File: src/rtl/amstrad_asic_unlock.sv
// amstrad_asic_unlock
// Snoops CPU I/O writes on the CRTC select port for the Plus ASIC unlock
// byte sequence. Once the ASIC is unlocked, RMR2 writes on the Gate Array
// port are decoded and held. The outputs feed the MMU's Plus-mode mapping
// inputs directly.
// Optional build macro: ASIC_RELOCK_EN -- when defined, a wrong final byte
// after a fully matched sequence re-locks the ASIC and clears RMR2.
// When it is undefined, the unlock stays in force until reset or until
// plus_mode drops.
module amstrad_asic_unlock (
  input  logic        CLK,
  input  logic        reset,
  input  logic        plus_mode,
  input  logic        io_WR,
  input  logic [15:0] A,
  input  logic [7:0]  D,
  output logic        asic_enabled,
  output logic [7:0]  rmr2,
  output logic [4:0]  seq_pos
);

  // FSM encoding doubles as the debug position: SEQk lives at k+2.
  localparam logic [4:0] ST_IDLE  = 5'd0;
  localparam logic [4:0] ST_SYNC  = 5'd1;
  localparam logic [4:0] ST_SEQ0  = 5'd2;
  localparam logic [4:0] ST_SEQ14 = 5'd16;

  localparam logic [7:0] FINAL_BYTE = 8'hEE;

  // Unlock table entry k (k = 0..13).
  function automatic logic [7:0] unlock_byte(input logic [3:0] idx);
    logic [7:0] val;
    case (idx)
      4'd0:    val = 8'hFF;
      4'd1:    val = 8'h77;
      4'd2:    val = 8'hB3;
      4'd3:    val = 8'h51;
      4'd4:    val = 8'hA8;
      4'd5:    val = 8'hD4;
      4'd6:    val = 8'h62;
      4'd7:    val = 8'h39;
      4'd8:    val = 8'h9C;
      4'd9:    val = 8'h46;
      4'd10:   val = 8'h2B;
      4'd11:   val = 8'h15;
      4'd12:   val = 8'h8A;
      4'd13:   val = 8'hCD;
      default: val = 8'h00;
    endcase
    return val;
  endfunction

  logic       old_wr_r;
  logic [4:0] state_r;
  logic       asic_r;
  logic [7:0] rmr2_r;

  logic       wr_edge_s;
  logic       crtc_hit_s;
  logic       ga_hit_s;
  logic       crtc_wr_s;
  logic       rmr2_wr_s;
  logic [3:0] seq_idx_s;
  logic       data_zero_s;
  logic [4:0] next_state_s;
  logic       unlock_evt_s;
  logic       lock_evt_s;
  logic       unused_addr_bits;

  // Only the address bits used by the two port decodes matter here.
  assign unused_addr_bits = ^{A[13:10], A[7:0]};

  assign wr_edge_s   = ~old_wr_r & io_WR;
  assign crtc_hit_s  = ~A[14] & (A[9:8] == 2'b00);
  assign ga_hit_s    = ~A[15] & A[14];
  assign crtc_wr_s   = wr_edge_s & crtc_hit_s;
  // asic_r is the pre-edge value, so an unlock and an RMR2 write can never
  // take effect on the same edge.
  assign rmr2_wr_s   = wr_edge_s & ga_hit_s & asic_r & (D[7:5] == 3'b101);
  assign seq_idx_s   = state_r[3:0] - 4'd2;
  assign data_zero_s = (D == 8'h00);

  // Next unlock-FSM state plus the unlock and lock events on a CRTC write.
  always_comb begin
    next_state_s = state_r;
    unlock_evt_s = 1'b0;
    lock_evt_s   = 1'b0;
    if (crtc_wr_s) begin
      case (state_r)
        ST_IDLE: begin
          if (data_zero_s) begin
            next_state_s = ST_IDLE;
          end else begin
            next_state_s = ST_SYNC;
          end
        end
        ST_SYNC: begin
          if (data_zero_s) begin
            next_state_s = ST_SEQ0;
          end else begin
            next_state_s = ST_SYNC;
          end
        end
        ST_SEQ14: begin
          if (D == FINAL_BYTE) begin
            unlock_evt_s = 1'b1;
            next_state_s = ST_SYNC;
          end else begin
            lock_evt_s   = 1'b1;
            next_state_s = data_zero_s ? ST_SEQ0 : ST_SYNC;
          end
        end
        default: begin
          if ((state_r >= ST_SEQ0) && (state_r < ST_SEQ14)) begin
            if (D == unlock_byte(seq_idx_s)) begin
              next_state_s = state_r + 5'd1;
            end else begin
              next_state_s = data_zero_s ? ST_SEQ0 : ST_SYNC;
            end
          end else begin
            // Unreachable encodings recover to IDLE.
            next_state_s = ST_IDLE;
          end
        end
      endcase
    end else begin
      next_state_s = state_r;
    end
  end

  // Write-edge history, FSM state, unlock flag and RMR2 register.
  always_ff @(posedge CLK) begin
    if (reset) begin
      old_wr_r <= 1'b0;
      state_r  <= ST_IDLE;
      asic_r   <= 1'b0;
      rmr2_r   <= 8'h00;
    end else if (!plus_mode) begin
      old_wr_r <= io_WR;
      state_r  <= ST_IDLE;
      asic_r   <= 1'b0;
      rmr2_r   <= 8'h00;
    end else begin
      old_wr_r <= io_WR;
      state_r  <= next_state_s;
      if (unlock_evt_s) begin
        asic_r <= 1'b1;
      end
`ifdef ASIC_RELOCK_EN
      if (lock_evt_s) begin
        asic_r <= 1'b0;
        rmr2_r <= 8'h00;
      end else if (rmr2_wr_s) begin
        rmr2_r <= {3'b000, D[4:0]};
      end
`else
      if (rmr2_wr_s) begin
        rmr2_r <= {3'b000, D[4:0]};
      end
`endif
    end
  end

`ifndef ASIC_RELOCK_EN
  logic unused_lock_evt;
  assign unused_lock_evt = lock_evt_s;
`endif

  assign asic_enabled = asic_r;
  assign rmr2         = rmr2_r;
  assign seq_pos      = state_r;

endmodule
File: config.mk
export PLATFORM = sky130hd
export DESIGN_NAME = amstrad_asic_unlock
export DESIGN_NICKNAME = d
export VERILOG_FILES = /design/src/rtl/amstrad_asic_unlock.sv
export SDC_FILE = /design/constraint.sdc
export NUM_CORES = 1
export LEC_CHECK = 0
export ABC_AREA = 0
export ABC_CLOCK_PERIOD_IN_PS = 3000
export BUFFER_PORTS_ARGS = -buffer_cell sky130_fd_sc_hd__buf_2
export CAP_MARGIN = 20
export CORE_MARGIN = 2
export CORE_UTILIZATION = 51
export DETAILED_ROUTE_END_ITERATION = 8
export PLACE_DENSITY = 0.77
export RECOVER_POWER = 100
export SLEW_MARGIN = 15
export SYNTH_ARGS = -nofsm -noshare
export SYNTH_HDL_FRONTEND = slang
export SYNTH_SLANG_ARGS = --single-unit
File: constraint.sdc
create_clock -name CLK -period 3 [get_ports CLK]
set_clock_uncertainty 0.1 [all_clocks]
set_input_delay 0.6 -clock CLK [delete_from_list [all_inputs] [get_ports CLK]]
set_output_delay 0.6 -clock CLK [all_outputs]
set_load 0.01 [all_outputs]
==> results by group <==
Detailed routing
  – Via count: approximately 1300
  – DRC violations left: 0
  – Drt total wl: ~3200 um
  – Post-route ant nets: 0
  – Initial DRC count: 40
  – Via density: 5.874
  – Detailed Routing Iterations Pass 1: 4
  – Drt wl/cell: approximately 15 um

Synthesis
  – Cell area after synthesis: ~1300 um2
  – Most used DFF post-synth: dfxtp_1
  – Syn_area_per_cell: between 8 and 9 um2
  – Post-synthesis async set-or-reset flop share: 0
  – Seq/Total Area, Yosys: 0.1855
  – Area leader, netlist: dfxtp_1
  – Synth cell types: 49
  – Post-synth EDFFs: 0
  – Area contributors post-synth: dfxtp_1 (19%), mux2i_1 (9.3%), ha_1 (8.7%), nand3_1 (4.6%), nor2_1 (4.6%)
  – Post-Syn Instances: 156
  – Commonest cells in the netlist: nor2_1 (16), dfxtp_1 (12), mux2i_1 (12), nand2_1 (12), nand3_1 (12)
  – Warnings, synthesis: 0
  – Yosys reg bits: 12
  – Most common cell in the netlist: nor2_1
  – Share of the synthesized area in the top cell type: 0.1855

Final layout
  – Layout area overhead: 10.63%
  – Layout cells sized above 1: 0.2011
  – Diodes inserted: 0
  – Post-route cell area: 1433 um2
  – Nets: roughly 220

Placed design
  – Port Buffers: 26
  – HPWL Detailed: 2535 um
  – Placed inst area: between 1000 and 1500 um2
  – GP Congestion: 0.8996

CTS
  – Clk_lat worst skew: 280 ps
  – H-tree depth: 1
  – Post-CTS Setup Inserts: 0
  – Clk pin slew, worst setup/hold paths: 90 ps
  – Num CTS Buffers: 3
  – Clock root cell: clkbuf_4
  – CTS sink count: 12
  – Clock Path Buffers: 2
  – Hold buffer count at CTS: 0
  – PostCTS Resize Cnt: 0
  – TritonCTS clock tree: done

Floorplanning
  – Site row count: 18
  – DIE AREA: 2958 um2
  – Core area: 2432 um2
  – Initial Utilization: 0.5324
  – Ports: 42
  – Die height: 54.39 um
  – Die width: 54.39 um

GRT
  – Largest net degree at the start of global routing: 15
  – Gr ovfl total: 0
  – Initial antenna violation count: 0
  – GRT Util Overall: 0.2481
  – Vias in the first global route: 1160
  – First-pass GRT wire length: 5216 um

Timing
  – Worst Tran Pin Value: 612.8 ps
  – Rel. slew slack: 0.5915
  – Max Slew Vio Count: 0
  – Crit share post-route: 0.8967
  – Hold WS: roughly 380 ps
  – Setup Total Neg Slack: 0 ps
  – Endpoints failing setup: 0
  – F_max: 371.7 MHz
  – RSZ-0062 raised after global routing: false
  – Final hold vios: 0
  – Final min period: 2690 ps

Setup path
  – Critical Path AT: 2820 ps
  – CP Max Fanout: 8
  – CP Capture Type: register
  – Critical path data required time: approximately 3100 ps
  – Nature of the critical path startpoint: register
  – Reg2reg path depth: 8
  – Crit Path Class: register to register

Outcome
  – Status: finished clean

Worst hold path
  – Min-delay worst type: primary input to register
  – Hold path cells: 2

Pwr
  – Worst VDD drop: 258.7 uV
  – Power per cell area: between 200 and 250 nW/um2
  – Leakage: 0.0005342 uW

Job
  – MaxCap Viol Count: 0
[path summary, 6_finish.rpt]
check             start          to  slack (ps)
max          seq_pos[1]  seq_pos[1]         310
min               reset    old_wr_r         380
max reg2reg  seq_pos[1]  seq_pos[1]         310
min reg2reg     rmr2[4]     rmr2[4]         400
[where the power goes]
group | internal [uW] | switching, uW
Clock | 73.9 | 59.5
Sequential | 160 | 0.171
Combinational | 17.6 | 27.0
Total | 251 | 86.7
[registers in the layout, summed over array words and instances (netlist names)]
signal        flops
old_wr_r          1
asic_enabled      1
seq_pos           5
rmr2              5
[cell usage in the layout, fill, tap and decap left out, drive strengths merged]
cell and count:
a2111oi 1, a211o 1, a21o 2, a21oi 5
a2bb2oi 1, a311oi 1, and2b 1, and3 3
buf 21, clkbuf 17, conb 3, dfxtp 12
ha 9, inv 5, mux2 2, mux2i 12
mux4 1, nand2 12, nand2b 6, nand3 13
nand4 3, nand4bb 1, nor2 16, nor2b 1
nor3 4, nor4 4, o2111a 1, o2111ai 4
o211ai 4, o21ai 3, o21bai 1, o31ai 2
o32a 1, or2 2, or3b 1, or4 1
xnor2 4, xor2 3
[through the flow]
step / power [uW] / setup WS (ps) / cells / utilization
global placement: 206.9 / 424.9 / 210 / 0.5880
finish: 338.2 / 309.8 / 214 / 0.5890
CTS: 340.7 / 315.4 / 214 / 0.6029
global route: 349.7 / 179.5 / 214 / 0.5890
detailed placement: 208.6 / 338.5 / 210 / 0.5880
floorplan: 190.4 / 269.0 / 158 / -
[cell type report]
cell class | count | area [um2]
clock buffers | 4 | 36.28
inverters | 5 | 18.77
fillers | 218 | 999.7
multi-input cells | 129 | 938.4
flip-flops and latches | 12 | 240.2
repair buffers | 34 | 161.4
well taps | 30 | 37.54
[per-layer routing]
layer / vias to the layer above / share of wire / wire, um / track usage
met5: - / 0 / 0 / 0
met4: 0 / 0.029 / 91 / 0.1292
met3: 10 / 0.056 / 176 / 0.04645
met2: 48 / 0.48 / 1527 / 0.4157
met1: 582 / 0.43 / 1361 / 0.2998
li1: 617 / - / - / -
[logic make-up after synthesis]
kind of cell,share of synthesized area
xor gates and xnor gates,0.06765
and+or+nand+nor,0.2802
DFF,0.1855
adders and majority gates,0.08696
other,0.002896
buffers and inverters,0.09178
muxes,0.1275
AOI/OAI and AO/OA,0.1575
[critical path: stages, from the launching register on]
cell	delay [ps]
dfxtp_1	340
inv_1	100
ha_1	320
xnor2_4	320
mux4_2	600
xor2_2	310
nor2_1	90
o32a_1	360
nand3_1	80
No activity file was read; power rests on OpenSTA's default activity.
